**src/rtl/fifo_dual_rd_port_fwft_pkg.sv**
```systemverilog
// Shared constants and helpers for the dual-read-port FWFT FIFO.
//   NUM_RD : number of independent read ports
//   ptr_w  : pointer width for a given depth (address bits + wrap bit)
package fifo_dual_rd_port_fwft_pkg;

    localparam int NUM_RD = 2;

    // One extra bit beyond the address so that "full" (wp - rp == DEPTH)
    // is distinguishable from "empty" (wp == rp).
    function automatic int ptr_w(input int depth);
        return $clog2(depth) + 1;
    endfunction

endpackage

```
**src/rtl/fifo_dual_rd_port_fwft_ptr_cnt.sv**
```systemverilog
// Modulo pointer distance: cnt_o = wp_i - rp_i (mod 2^PW).
//   wp_i  : write pointer
//   rp_i  : read pointer
//   cnt_o : number of words ahead of the reader
module fifo_dual_rd_port_fwft_ptr_cnt #(
    parameter int PW = 5
) (
    input  logic [PW-1:0] wp_i,
    input  logic [PW-1:0] rp_i,
    output logic [PW-1:0] cnt_o
);

    // Unsigned wraparound gives the modulo-2*DEPTH distance for free.
    assign cnt_o = wp_i - rp_i;

endmodule

```
**src/rtl/fifo_dual_rd_port_fwft.sv**
```systemverilog
// Single-clock FWFT FIFO, one write port, two independent read ports.
// Each written word is delivered once to each read port; a slot is only
// reused after both readers have passed it.
//   clk       : clock, rising edge
//   rst_n     : asynchronous active-low reset
//   din       : write data
//   wr_en     : write request (ignored while full)
//   full      : slowest reader has DEPTH words pending
//   prog_full : slowest reader occupancy >= PROG_FULL
//   dout      : {port1, port0} head words, valid when the port is not empty
//   rd_en     : per-port pop (ignored while that port is empty)
//   empty     : per-port empty
module fifo_dual_rd_port_fwft
    import fifo_dual_rd_port_fwft_pkg::*;
#(
    parameter int WIDTH     = 32,
    parameter int DEPTH     = 16,
    parameter int PROG_FULL = DEPTH - 1
) (
    input  logic                           clk,
    input  logic                           rst_n,
    input  logic [WIDTH-1:0]               din,
    input  logic                           wr_en,
    output logic                           full,
    output logic                           prog_full,
    output logic [NUM_RD-1:0][WIDTH-1:0]   dout,
    input  logic [NUM_RD-1:0]              rd_en,
    output logic [NUM_RD-1:0]              empty
);

    localparam int PW = ptr_w(DEPTH);
    localparam int AW = PW - 1;
    localparam logic [PW-1:0] DEPTH_P = PW'(DEPTH);
    localparam logic [PW-1:0] PFULL_P = PW'(PROG_FULL);

    logic [PW-1:0]              wp_q, wp_d;
    logic [NUM_RD-1:0][PW-1:0]  rp_q, rp_d;
    logic [NUM_RD-1:0][PW-1:0]  cnt;
    logic [PW-1:0]              occ;
    logic                       wr_go;
    logic [WIDTH-1:0]           mem_q [DEPTH];

    // Per-port pending word counts.
    for (genvar i = 0; i < NUM_RD; i++) begin : gen_cnt
        fifo_dual_rd_port_fwft_ptr_cnt #(
            .PW (PW)
        ) u_cnt (
            .wp_i  (wp_q),
            .rp_i  (rp_q[i]),
            .cnt_o (cnt[i])
        );
        assign empty[i] = (cnt[i] == '0);
    end

    // Occupancy is governed by the slowest reader: it pins the oldest slot.
    assign occ       = (cnt[0] >= cnt[1]) ? cnt[0] : cnt[1];
    assign full      = (occ == DEPTH_P);
    assign prog_full = (occ >= PFULL_P);

    // Flags are sampled before the edge, so a same-cycle pop never lets a
    // write through while full.
    assign wr_go = wr_en & ~full;

    always_comb begin
        wp_d = wp_q;
        if (wr_go)
            wp_d = wp_q + PW'(1);
        for (int i = 0; i < NUM_RD; i++) begin
            rp_d[i] = rp_q[i];
            if (rd_en[i] & ~empty[i])
                rp_d[i] = rp_q[i] + PW'(1);
        end
    end

    always_ff @(posedge clk or negedge rst_n) begin
        if (!rst_n) begin
            wp_q <= '0;
            rp_q <= '0;
        end else begin
            wp_q <= wp_d;
            rp_q <= rp_d;
        end
    end

    // Storage is not reset; pointers alone define validity.
    always_ff @(posedge clk) begin
        if (wr_go)
            mem_q[wp_q[AW-1:0]] <= din;
    end

    // First-word-fall-through: asynchronous read at each read pointer.
    always_comb begin
        for (int i = 0; i < NUM_RD; i++)
            dout[i] = mem_q[rp_q[i][AW-1:0]];
    end

endmodule

```
**config.mk**
```make
export PLATFORM = sky130hd
export DESIGN_NAME = fifo_dual_rd_port_fwft
export DESIGN_NICKNAME = d
export VERILOG_FILES = /design/src/rtl/fifo_dual_rd_port_fwft_pkg.sv /design/src/rtl/fifo_dual_rd_port_fwft_ptr_cnt.sv /design/src/rtl/fifo_dual_rd_port_fwft.sv
export SDC_FILE = /design/constraint.sdc
export NUM_CORES = 1
export LEC_CHECK = 0
export CAP_MARGIN = 15
export CORE_ASPECT_RATIO = 2
export CORE_MARGIN = 8
export CORE_UTILIZATION = 52
export CTS_BUF_LIST = sky130_fd_sc_hd__clkbuf_16
export DETAILED_ROUTE_END_ITERATION = 7
export PLACE_DENSITY = 0.72
export SYNTH_ARGS = -nofsm -noshare
export SYNTH_HDL_FRONTEND = slang
export SYNTH_SLANG_ARGS = --single-unit
```
**constraint.sdc**
```tcl
create_clock -name clk -period 8.2 [get_ports clk]
set_input_delay 2.05 -clock clk [delete_from_list [all_inputs] [get_ports clk]]
set_output_delay 2.05 -clock clk [all_outputs]
set_load 0.005 [all_outputs]
```
---- After elaboration in Yosys (flattened, before gate mapping) ----
Memories as Yosys holds them, arrays and structs flattened.
Index checks and enable logic that the tools add are counted.
operators by class
  $add $sub $neg .......................... 5
  magnitude comparators ................... 2
  equality and inequality tests ........... 1
  muxes and demuxes ....................... 3
  bitwise operators ....................... 6
  reductions and logical operators ........ 2
operators by type and width
  cell                   count
  $add A5 B1 Y5 const B  3
  $logic_not A5 Y1       2
  $sub A5 B5 Y5          2
  $eq A5 B5 Y1 const B   1
  $ge A5 B4 Y1 const B   1
  $ge A5 B5 Y1           1
  $mux W5                1
  $and A1 B1 Y1          3
  $not A1 Y1             3
  $mux W1                2
word-level totals
  bits in registers ....................... 15
  bits in writable memories ............... 512
  input bits .............................. 37
  output and inout port bits .............. 68
  word-level logic and storage cells ...... 23
  memories kept ........................... 1
memories
  memory  depth  width  read ports  clocked after memory_dff  wr ports  line                          RTL
  mem_q   16     32     2           0                         1         fifo_dual_rd_port_fwft.sv:41  logic [WIDTH-1:0] mem_q [DEPTH];

---- Logic depth before layout (Yosys ltp) ----
Gate-level depths: netlist of the first run.
  word-level depth ........................ 8
  gate-level depth with buffers ........... 15
  gate-level depth less buffers ........... 14

---- Hierarchy ----
Synthesis of the first run repeated with hierarchy kept, for this count alone.
second synthesis, totals
  cell total of the unflattened synthesis .. 1262
  area, all modules ....................... 24906.4 um^2
by module, submodules not included
  module                          instances  cells an instance  area each (um^2)  seq. area each (um^2)
  fifo_dual_rd_port_fwft          1          1222               24591.1           15750.1
  fifo_dual_rd_port_fwft_ptr_cnt  2          20                 157.7             0.0

---- Worst setup path before layout of the first run ----
OpenSTA, ideal clock, no wires.
  path type ............................... register -> register
  start ................................... register rp_q[1] in the netlist's numbering
  end ..................................... memory mem_q[11][0] (enable)
  setup time .............................. 0.468 ns
  arrival ................................. 5.842 ns
  data required time ...................... 7.732 ns
  slack ................................... 1.891 ns
  stages on the path, launching flop included .. 15
  buffers on the path ..................... 2
  clock period less this slack ............ 6.309 ns
  cells stage by stage .................... dfrtp_1 > clkbuf_1 > clkbuf_1 > inv_1 > fa_1 > xnor2_1 > inv_1 > ha_1 > a21oi_1 > o21ai_0 > maj3_2 > a311o_2 > mux2i_4 > a21o_1 > nor3b_1
between the ends
  longest elaborated chain between the ends .. 8
ends and longest elaborated chain
  what                               line                                  RTL
  start, declared                    fifo_dual_rd_port_fwft.sv:37          logic [NUM_RD-1:0][PW-1:0] rp_q, rp_d;
  start signal, assigned             fifo_dual_rd_port_fwft.sv:81          rp_q <= rp_d;
  $sub A5 B5 Y5 (*)                  fifo_dual_rd_port_fwft_ptr_cnt.sv:14  assign cnt_o = wp_i - rp_i;
  $ge A5 B5 Y1                       fifo_dual_rd_port_fwft.sv:56          assign occ = (cnt[0] >= cnt[1]) ? cnt[0] : cnt[1];
  $mux W5 (*)                        fifo_dual_rd_port_fwft.sv:56
  $eq A5 B5 Y1 (*)                   fifo_dual_rd_port_fwft.sv:57          assign full = (occ == DEPTH_P);
  $not A1 Y1 (*)                     fifo_dual_rd_port_fwft.sv:62          assign wr_go = wr_en & ~full;
  $and A1 B1 Y1 (*)                  fifo_dual_rd_port_fwft.sv:62
  $mux W1 (*)                        fifo_dual_rd_port_fwft.sv:87          if (wr_go)
  $mux W1 (implied by the code) (*)  fifo_dual_rd_port_fwft.sv:88          mem_q[wp_q[AW-1:0]] <= din;
  end, declared                      fifo_dual_rd_port_fwft.sv:41
Mark *: on every way between the ends. The rest lies on a longest branch, timed or not.

---- Worst setup path in the final report of the first run ----
  start ................................... register rp_q[6] in the netlist's numbering
  end ..................................... output port full
between the ends
  longest elaborated chain between the ends .. 4
ends and longest elaborated chain
  what               line                                  RTL
  $sub A5 B5 Y5 (*)  fifo_dual_rd_port_fwft_ptr_cnt.sv:14
  $ge A5 B5 Y1       fifo_dual_rd_port_fwft.sv:56
  $mux W5 (*)        fifo_dual_rd_port_fwft.sv:56
  $eq A5 B5 Y1 (*)   fifo_dual_rd_port_fwft.sv:57
  end, declared      fifo_dual_rd_port_fwft.sv:24          output logic full,
Marked as above.

==> results.txt, run 1 <==
----------------------------------------------------
[Run status]
  Result of the run ... complete, no violations

[Clocking]
  Sinks on the clock net ... 527
  Depth of the CTS H-tree ... 2
  Clock Path Buffers ... 3
  CTS clock-pin slew for the worst setup and hold paths ... 0.06 ns
  Post-CTS setup buffer count ... 0
  Clock tree from TritonCTS ... yes
  Number of buffers added by the clock tree synthesis step ... 46
  Hold-fix buffers at CTS ... 0
  Clock insertion delay at the later pin of the skew report ... 0.57 ns
  Number of instances resized during post-cts repair ... 0
  Root buffer cell ... sky130_fd_sc_hd__clkbuf_16

[Floorplan]
  Number of primary I/O pins ... 105
  Die W ... 169 µm
  Initial core utilization ... 0.525
  Core Box Area ... 46400 µm²
  Number of core rows ... 112
  Die H ... 322 µm
  Overall die area ... 54400 µm²

[Global routing]
  Global routing usage summed across all routing layers ... 0.218
  First-pass GRT wire length ... 86700 µm
  Initial antenna violation count ... 1
  Via count of the first global-routing pass ... 13300
  Sum of overflow across all layers after global routing ... 0
  Largest net degree at the start of global routing ... 72

[Placement]
  Final HPWL DP ... 31800 µm
  Number of buffer cells added on primary ports ... 104
  Final weighted congestion of routability-driven global placement ... 0.830
  Placed inst area ... 26100 µm²

[STA]
  Worst-case clock skew ... 0.0195 ns
  Final count of hold timing violations ... 0
  Setup repair after global routing missed its margin ... false
  Post-route fraction of the period consumed by the critical path ... 0.829
  Transition at the pin with the smallest max-transition slack ... 1.08 ns
  Max Transition Viols Final ... 0
  Final setup violation count ... 0
  Slew margin rel. ... 0.279
  Sum of negative setup slack ... 0 ns
  Max Clk Rate ... 147 MHz
  Min Clock Period, post-route ... 6.80 ns

[Synthesis]
  Flop and latch count out of synthesis ... 527
  Cell Area, Synth ... 24300 µm²
  Sequential fraction of the synthesis area ... 0.647
  Average footprint of a synthesized cell ... 22.8 µm²
  Post-synth EDFFs ... 512
  Top flip-flop cell by instance count after synthesis ... sky130_fd_sc_hd__edfxtp_1
  Post-synthesis async set-or-reset flop share ... 0.0285
  Distinct cells, synth ... 49
  Gate count after technology mapping ... 1065
  Nets in the synthesized netlist ... 1121
  Number of warning messages in the yosys log ... 0

[Final layout]
  Most common cell after layout, fill and taps aside ... sky130_fd_sc_hd__edfxtp_1
  Nets@finish ... 1226
  Leading cell types in the layout, fill and taps excluded ... sky130_fd_sc_hd__edfxtp_1 (512), sky130_fd_sc_hd__mux4_2 (320), sky130_fd_sc_hd__clkdlybuf4s50_1 (104)
  Core occupancy in the finished layout ... 0.593
  Share of cells above drive strength 1 ... 0.370
  Signed area change from the synthesized netlist to the final layout ... 13.1%
  Fin area ... 27500 µm²

[Critical path]
  Cells along the critical path ... inv_1 -> fa_1 -> xnor2_1 -> ha_1 -> a21oi_1 -> o21ai_0 -> maj3_2 -> a311o_2 -> mux2i_4 -> and2_1 -> clkdlybuf4s50_1
  Arrival time of the worst setup path ... 4.75 ns
  Cell family with most CP delay ... adder cells
  Max Fanout on Critical Path ... 61
  Critical-path top delay cell ... sky130_fd_sc_hd__dfrtp_4
  Critical register-to-register path startpoint ... rp_q[6]
  Buffers plus inverters on the worst setup path ... 2
  Startpoint type of the worst setup path ... register
  Category of the most critical setup path ... register to primary output
  Endpoint of the lowest-slack register-to-register path ... mem_q[12][0]
  Reg2Reg Depth ... 12
  Capture point of the worst path ... full
  R2R setup slack ... 2.59 ns
  Launching element of the worst setup path ... rp_q[6]
  Type of element capturing the critical path ... primary output
  Data required time at the worst endpoint ... 6.15 ns
  Number of cells on the critical path ... 11
  Maximum single-stage delay on the critical path ... 1.07 ns

[Routing]
  Via count ... 12100
  Violation count after the first detailed-route iteration ... 1193
  DRC Markers ... 0
  Number of detailed-routing iterations run before antenna repair ... 5
  Post-detailed-route count of antenna-violating nets ... 0
  Total Routed Length ... 57800 µm
  Via density ... 6.60
  Routed WL per cell ... 31.5 µm

[Power and ir drop]
  Power Density ... 384 nW/µm²
  VDD IR-drop max ... 344 µV
  Leakage power figure ... 8.64 nW
  Final Total Pwr ... 10.6 mW

[Worst hold path]
  Worst hold path class ... register to register

[Run]
  Max Cap Violations ... 0

----------------------------------------------------
worst min-delay path by stage:
stage,from,end,depth (start not counted)
2_1_floorplan,rp_q[9],rp_q[9],1
3_3_place_gp,rp_q[9],rp_q[9],1
3_5_place_dp,rp_q[9],rp_q[9],1
4_1_cts,rp_q[9],rp_q[9],1
5_1_grt,rp_q[9],rp_q[9],1
6_report,rp_q[9],rp_q[9],1
final cells by class:
type / count / area [µm²]
sequential: 527 / 15800
tap: 627 / 785
inverter: 17 / 63.8
antenna: 1 / 2.50
clock inverter: 38 / 216
clock buffer: 47 / 1180
multi-input combinational: 444 / 8240
fill: 3248 / 18900
timing repair buffer: 134 / 1270
worst reg2reg max path, cell delays in order (launching register included):
cell                      delay, ns
sky130_fd_sc_hd__dfrtp_4       1.07
sky130_fd_sc_hd__inv_1         0.24
sky130_fd_sc_hd__fa_1          0.50
sky130_fd_sc_hd__xnor2_1       0.28
sky130_fd_sc_hd__ha_1          0.30
sky130_fd_sc_hd__a21oi_1       0.11
sky130_fd_sc_hd__o21ai_0       0.11
sky130_fd_sc_hd__maj3_2        0.31
sky130_fd_sc_hd__a311o_2       0.37
sky130_fd_sc_hd__mux2i_4       0.22
sky130_fd_sc_hd__a21oi_2       0.54
sky130_fd_sc_hd__and3_2        0.66
sky130_fd_sc_hd__buf_4         0.53
per-layer routing:
metal	track usage	up-vias	wire (µm)	part of all wire
met5	0	-	0	0
met4	0.0656	0	1560	0.027
met3	0.0309	92	3720	0.064
met1	0.274	6573	21200	0.37
li1	-	4941	-	-
met2	0.388	500	31300	0.54
state kept, by name (all words and copies together), names as in the netlist:
signal / count
wp_q: 5
mem_q: 512
rp_q: 10
report_power, final:
part	total [mW]	internal, mW	switching [mW]
registers	3.60	3.32	0.277
clock network	2.03	1.10	0.929
logic	4.95	2.71	2.24
total	10.6	7.13	3.45
synthesized netlist by cell type, types with 3 or more instances:
| master | instances | area (µm²) |
|---|---|---|
| sky130_fd_sc_hd__a211o_1 | 3 | 26.3 |
| sky130_fd_sc_hd__and2_1 | 3 | 18.8 |
| sky130_fd_sc_hd__and3_1 | 14 | 87.6 |
| sky130_fd_sc_hd__buf_1 | 29 | 109 |
| sky130_fd_sc_hd__buf_2 | 9 | 45.0 |
| sky130_fd_sc_hd__clkbuf_1 | 38 | 143 |
| sky130_fd_sc_hd__dfrtp_1 | 15 | 375 |
| sky130_fd_sc_hd__edfxtp_1 | 512 | 15400 |
| sky130_fd_sc_hd__ha_1 | 17 | 213 |
| sky130_fd_sc_hd__inv_1 | 15 | 56.3 |
| sky130_fd_sc_hd__mux4_2 | 320 | 7210 |
| sky130_fd_sc_hd__nand2_1 | 10 | 37.5 |
| sky130_fd_sc_hd__nand3_1 | 5 | 25.0 |
| sky130_fd_sc_hd__nand4_1 | 4 | 25.0 |
| sky130_fd_sc_hd__nor2_1 | 5 | 18.8 |
| sky130_fd_sc_hd__nor2b_1 | 5 | 31.3 |
| sky130_fd_sc_hd__o21ai_0 | 5 | 25.0 |
| sky130_fd_sc_hd__xnor2_1 | 13 | 114 |
| sky130_fd_sc_hd__xor2_1 | 4 | 35.0 |
kinds of logic after synthesis:
kind of cell | count (synthesis) | share of synthesized area
AOI/OAI and AO/OA | 22 | 0.00674
adders and majority gates | 20 | 0.0109
buffers and inverters | 94 | 0.0153
DFF | 527 | 0.647
xor gates and xnor gates | 18 | 0.00679
and+or+nand+nor | 61 | 0.0149
muxes | 323 | 0.298
metrics by stage:
step,hold slack [ns],setup slack [ns],cells
after CTS,0.494,1.32,1834
final,0.488,1.40,1835
after global placement,0.475,1.92,1749
after global routing,0.523,1.15,1834
after floorplan,0.449,1.89,1065
after detailed placement,0.476,1.95,1749
Note: power is estimated with default switching activity, not from simulation.
==> inputs of run 2 (changes only) <==
- PLACE_DENSITY: 0.72 -> 0.75
- clock period: 8.2 -> 6 ns (I/O delays scaled with it)
==> results.txt, run 2 (synthesized netlist as in run 1, its figures left out) <==
----------------------------------------------------
[Run status]
  Result of the run ... complete, no violations

[Placement]
  Final weighted congestion of routability-driven global placement ... 0.823
  Placed inst area ... 26300 µm²
  Cell count after placement ... 1756
  Number of buffer cells added on primary ports ... 104
  Place WS ... 0.736 ns
  Final HPWL DP ... 32600 µm

[Global routing]
  Sum of overflow across all layers after global routing ... 0
  Via count of the first global-routing pass ... 13400
  Global routing usage summed across all routing layers ... 0.217
  Largest net degree at the start of global routing ... 93
  Initial antenna violation count ... 3
  First-pass GRT wire length ... 86100 µm

[Floorplan]
  Initial core utilization ... 0.525
  Number of core rows ... 112
  Core Box Area ... 46400 µm²
  Die H ... 322 µm
  Number of primary I/O pins ... 105
  Overall die area ... 54400 µm²
  Die W ... 169 µm

[Final layout]
  Share of cells above drive strength 1 ... 0.382
  Signed area change from the synthesized netlist to the final layout ... 14.1%
  Area taken by flip-flops and latches ... 15800 µm²
  Leading cell types in the layout, fill and taps excluded ... sky130_fd_sc_hd__edfxtp_1 (512), sky130_fd_sc_hd__mux4_2 (320), sky130_fd_sc_hd__clkdlybuf4s50_1 (104)
  Fin area ... 27800 µm²
  Core occupancy in the finished layout ... 0.598
  Nets@finish ... 1234
  Final standard cell count with taps included and fillers excluded ... 1842
  Fillers ... 3214
  Area taken by multi-input logic gates ... 8250 µm²
  Most common cell after layout, fill and taps aside ... sky130_fd_sc_hd__edfxtp_1
  Largest register FFs ... 512

[Routing]
  Via count ... 12200
  Wire length on met2 ... 31400 µm
  WL met1 ... 20400 µm
  Number of detailed-routing iterations run before antenna repair ... 5
  Highest signal layer in the routed design ... met5
  Post-detailed-route count of antenna-violating nets ... 0
  Violation count after the first detailed-route iteration ... 1204
  Routed length on met3 ... 3860 µm
  Total Routed Length ... 57500 µm
  Routed WL per cell ... 31.2 µm
  DRC Markers ... 0
  Via density ... 6.64

[STA]
  Min Clock Period, post-route ... 5.74 ns
  Final setup violation count ... 0
  Least setup slack across all paths after layout ... 0.256 ns
  Slew margin rel. ... 0.297
  Worst-case clock skew ... 0.0273 ns
  Sum of negative setup slack ... 0 ns
  Setup repair after global routing missed its margin ... false
  Transition at the pin with the smallest max-transition slack ... 1.06 ns
  Max Clk Rate ... 174 MHz
  Final count of hold timing violations ... 0
  Post-route fraction of the period consumed by the critical path ... 0.957
  Max Transition Viols Final ... 0

[Clocking]
  Clock Path Buffers ... 3
  Clock tree from TritonCTS ... yes
  Sinks on the clock net ... 527
  Depth of the CTS H-tree ... 2
  CTS clock-pin slew for the worst setup and hold paths ... 0.07 ns
  Number of buffers added by the clock tree synthesis step ... 46
  Root buffer cell ... sky130_fd_sc_hd__clkbuf_16
  Clock insertion delay at the later pin of the skew report ... 0.57 ns

[Critical path]
  Arrival time of the worst setup path ... 4.24 ns
  Type of element capturing the critical path ... primary output
  Startpoint type of the worst setup path ... register
  Data required time at the worst endpoint ... 4.50 ns
  Cells along the critical path ... inv_2 -> ha_1 -> inv_1 -> fa_1 -> xnor2_1 -> inv_1 -> ha_1 -> a21oi_1 -> o21ai_0 -> maj3_2 -> a311o_2 -> mux2i_4 -> and2_1 -> clkdlybuf4s50_1
  R2R setup slack ... 1.06 ns
  Endpoint of the lowest-slack register-to-register path ... mem_q[2][12]
  Launching element of the worst setup path ... wp_q[0]
  Maximum single-stage delay on the critical path ... 0.51 ns
  Reg2Reg Depth ... 15
  Max Fanout on Critical Path ... 5
  Critical register-to-register path startpoint ... wp_q[0]
  Critical-path top delay cell ... sky130_fd_sc_hd__clkdlybuf4s50_1
  Capture point of the worst path ... full
  Category of the most critical setup path ... register to primary output

[Run]
  Max Cap Violations ... 0

[Power and ir drop]
  VDD IR-drop max ... 345 µV
  Leakage power figure ... 8.73 nW
  Power Density ... 529 nW/µm²

[Worst hold path]
  Worst hold path class ... register to register

----------------------------------------------------
## run 2: cell type report
cell class | count | share of cell area
flip-flops and latches | 527 | 0.568
inverters | 17 | 0.00230
clock inverters | 37 | 0.0109
repair buffers | 142 | 0.0508
well taps | 627 | 0.0283
clock buffers | 47 | 0.0424
multi-input cells | 444 | 0.297
diodes | 1 | 0.0000901
## run 2: report_power, final
| group | leakage (nW) | total, mW | switching [mW] | internal (mW) |
|---|---|---|---|---|
| sequential | 4.80 | 4.79 | 0.251 | 4.54 |
| combinational | 3.17 | 6.94 | 3.20 | 3.75 |
| clock | 0.768 | 2.96 | 1.32 | 1.64 |
| total | 8.73 | 14.7 | 4.76 | 9.93 |
## run 2: timing repair
action,in CTS,in global routing
hold buffers,0,0
gates resized for setup,0,1
endpoints found under the setup margin,0,1
buffers inserted,0,1
## run 2: layer usage
layer / vias to the layer above / GRT usage
met1: 6637 / 0.260
met4: 4 / 0.0771
met5: - / 0
met2: 526 / 0.390
li1: 4953 / -
met3: 115 / 0.0344
## run 2: through the flow
step / total power [mW] / hold WS [ns]
CTS: 14.8 / 0.510
global placement: 11.7 / 0.497
detailed placement: 11.8 / 0.497
global route: 15.3 / 0.533
floorplan: 9.36 / 0.449
finish: 14.7 / 0.509
## run 2: worst min path at each step
| stage | slack [ns] | from | to | depth (start not counted) |
|---|---|---|---|---|
| 2_1_floorplan | 0.45 | rp_q[9] | rp_q[9] | 1 |
| 4_1_cts | 0.51 | rp_q[9] | rp_q[9] | 1 |
| 3_5_place_dp | 0.50 | rp_q[9] | rp_q[9] | 1 |
| 5_1_grt | 0.53 | rp_q[9] | rp_q[9] | 1 |
| 6_report | 0.51 | rp_q[9] | rp_q[9] | 1 |
| 3_3_place_gp | 0.50 | rp_q[9] | rp_q[9] | 1 |
## run 2: worst max-delay path: cells and delay by family (launching register included)
kind            cells  cell delay, ns
compound gates      3            0.58
xor+xnor            1            0.28
fa+ha+maj           4            1.19
buf+inv             4            0.78
flops               1            0.43
mux                 1            0.25
simple gates        1            0.18
==> inputs of run 3 (changes only) <==
- ABC_AREA: unset -> 1
- CAP_MARGIN: 15 -> 20
==> results.txt, run 3 <==
----------------------------------------------------
[STA]
  Transition at the pin with the smallest max-transition slack ... 1.12 ns
  Hold Slack ... 0.527 ns
  Setup repair after global routing missed its margin ... false
  Post-route fraction of the period consumed by the critical path ... 0.914
  Final count of hold timing violations ... 0
  Worst-case clock skew ... 0.0112 ns
  Sum of negative setup slack ... 0 ns
  Least setup slack across all paths after layout ... 0.516 ns
  Slew margin rel. ... 0.255
  Max Transition Viols Final ... 0
  Max Clk Rate ... 182 MHz
  Min Clock Period, post-route ... 5.48 ns
  Final setup violation count ... 0

[Global routing]
  Initial antenna violation count ... 4
  Sum of overflow across all layers after global routing ... 0
  Via count of the first global-routing pass ... 20000
  First-pass GRT wire length ... 114000 µm
  Global routing usage summed across all routing layers ... 0.251
  Largest net degree at the start of global routing ... 229

[Synthesis]
  Top flip-flop cell by instance count after synthesis ... sky130_fd_sc_hd__edfxtp_1
  Flop and latch count out of synthesis ... 527
  Sequential fraction of the synthesis area ... 0.607
  Most area-hungry cell type in the Yosys netlist ... sky130_fd_sc_hd__edfxtp_1
  Nets in the synthesized netlist ... 2711
  Cell Area, Synth ... 25900 µm²
  Gate count after technology mapping ... 2655
  Average footprint of a synthesized cell ... 9.77 µm²
  Area share of the leading cell type in the synthesized netlist ... 0.593
  Most used standard cell by instance count after synthesis ... sky130_fd_sc_hd__o21ai_0
  Dominant cells by area after synthesis ... sky130_fd_sc_hd__edfxtp_1 (59%), sky130_fd_sc_hd__o21ai_0 (11%), sky130_fd_sc_hd__a21oi_1 (5.0%)
  Post-synth EDFFs ... 512
  Number of warning messages in the yosys log ... 0
  Cell types with the highest counts after synthesis ... sky130_fd_sc_hd__o21ai_0 (570), sky130_fd_sc_hd__edfxtp_1 (512), sky130_fd_sc_hd__nand2_1 (286), sky130_fd_sc_hd__a21oi_1 (260), sky130_fd_sc_hd__nand3_1 (224)
  Post-synthesis async set-or-reset flop share ... 0.0285
  Distinct cells, synth ... 32

[Critical path]
  Max Fanout on Critical Path ... 94
  Cell family with most CP delay ... buffers and inverters
  Reg2Reg Depth ... 20
  Type of element capturing the critical path ... primary output
  Data required time at the worst endpoint ... 4.50 ns
  Maximum single-stage delay on the critical path ... 0.91 ns
  Category of the most critical setup path ... register to primary output
  Cells along the critical path ... buf_4 -> buf_4 -> o21ai_0 -> o211ai_1 -> nand3_1 -> nand3_1 -> clkdlybuf4s50_1
  Number of cells on the critical path ... 7
  Startpoint type of the worst setup path ... register
  Critical-path top delay cell ... sky130_fd_sc_hd__buf_4
  Buffers plus inverters on the worst setup path ... 3
  Arrival time of the worst setup path ... 3.98 ns

[Clocking]
  Number of buffers added by the clock tree synthesis step ... 48
  Sinks on the clock net ... 527
  Clock Path Buffers ... 3
  Clock insertion delay at the later pin of the skew report ... 0.57 ns
  Depth of the CTS H-tree ... 2
  Clock tree from TritonCTS ... yes
  Number of instances resized during post-cts repair ... 0
  Hold-fix buffers at CTS ... 0
  CTS clock-pin slew for the worst setup and hold paths ... 0.06 ns
  Root buffer cell ... sky130_fd_sc_hd__clkbuf_16
  Post-CTS setup buffer count ... 0

[Final layout]
  Share of cells above drive strength 1 ... 0.0540
  Leading cell types in the layout, fill and taps excluded ... sky130_fd_sc_hd__o21ai_0 (570), sky130_fd_sc_hd__edfxtp_1 (512), sky130_fd_sc_hd__nand2_1 (286)
  Core occupancy in the finished layout ... 0.583
  Fin area ... 28900 µm²
  Largest register FFs ... 512
  Most common cell after layout, fill and taps aside ... sky130_fd_sc_hd__o21ai_0
  Nets@finish ... 2705
  Signed area change from the synthesized netlist to the final layout ... 11.6%
  Final standard cell count with taps included and fillers excluded ... 3338

[Routing]
  Number of detailed-routing iterations run before antenna repair ... 6
  Routed WL per cell ... 22.3 µm
  Violation count after the first detailed-route iteration ... 2860
  Via count ... 20700
  DRC Markers ... 0
  Via density ... 6.21
  Total Routed Length ... 74500 µm
  Post-detailed-route count of antenna-violating nets ... 0

[Power and ir drop]
  Internal portion of total power ... 8.96 mW
  Combinational Power Share ... 0.530
  Net load switching power ... 7.23 mW
  VDD IR-drop max ... 787 µV
  Final Total Pwr ... 16.2 mW
  Switching share of power ... 0.447
  Clk network pwr share ... 0.176
  Register share of total power ... 0.295
  Power Density ... 559 nW/µm²
  Leakage power figure ... 10.2 nW

[Floorplan]
  Number of primary I/O pins ... 105
  Number of core rows ... 116
  Overall die area ... 57700 µm²
  Die H ... 332 µm
  Core Box Area ... 49600 µm²
  Die W ... 174 µm
  Initial core utilization ... 0.522

[Placement]
  Cell count after placement ... 3248
  Place WS ... 1.22 ns
  Final HPWL DP ... 42500 µm
  Final weighted congestion of routability-driven global placement ... 0.826
  Placed inst area ... 27500 µm²
  Number of buffer cells added on primary ports ... 104

[Worst hold path]
  Worst hold path class ... register to register
  Cells on Worst Hold Path ... 1

[Run]
  Max Cap Violations ... 0

[Run status]
  Result of the run ... complete, no violations

----------------------------------------------------
[run 3: power by group through the flow]
stage	registers, mW	clock network, mW	logic (mW)
finish	4.77	2.84	8.57
global route	4.82	2.99	9.36
global placement	4.82	0	8.29
CTS	4.77	2.85	8.50
detailed placement	4.85	0	8.44
floorplan	4.77	0	5.20
[run 3: cells by family after synthesis]
kind of cell | count (synthesis) | synth area share
AO/OA/AOI/OAI | 962 | 0.199
XOR/XNOR | 14 | 0.00502
adder cells (fa/ha/maj) | 19 | 0.00975
buffers and inverters | 420 | 0.0619
flip-flops | 527 | 0.607
AND/OR/NAND/NOR | 713 | 0.117
[run 3: layout make-up]
cell class	instances	area, µm²
well taps	649	812
fillers	4088	20700
clock inverters	39	191
multi-input cells	1708	8680
diodes	2	5.00
clock buffers	49	1230
repair buffers	149	1450
inverters	215	810
flip-flops and latches	527	15800
[run 3: final timing paths]
| path | slack [ns] | from | end |
|---|---|---|---|
| max in group asynchronous | 4.01 | rst_n | rp_q[0] |
| worst min-delay path | 0.53 | rp_q[3] | rp_q[3] |
| min in group asynchronous | 1.40 | rst_n | wp_q[0] |
| worst max register to register | 1.51 | wp_q[0] | mem_q[8][17] |
| worst max-delay path | 0.52 | rp_q[1] | dout[14] |
| worst min register to register | 0.53 | rp_q[3] | rp_q[3] |
[run 3: per-layer routing]
metal / part of all wire / vias to the layer above / track usage
met1: 0.37 / 9743 / 0.320
li1: - / 9475 / -
met4: 0.052 / 4 / 0.134
met3: 0.10 / 268 / 0.0438
met2: 0.48 / 1246 / 0.405
met5: 0.00031 / - / 0
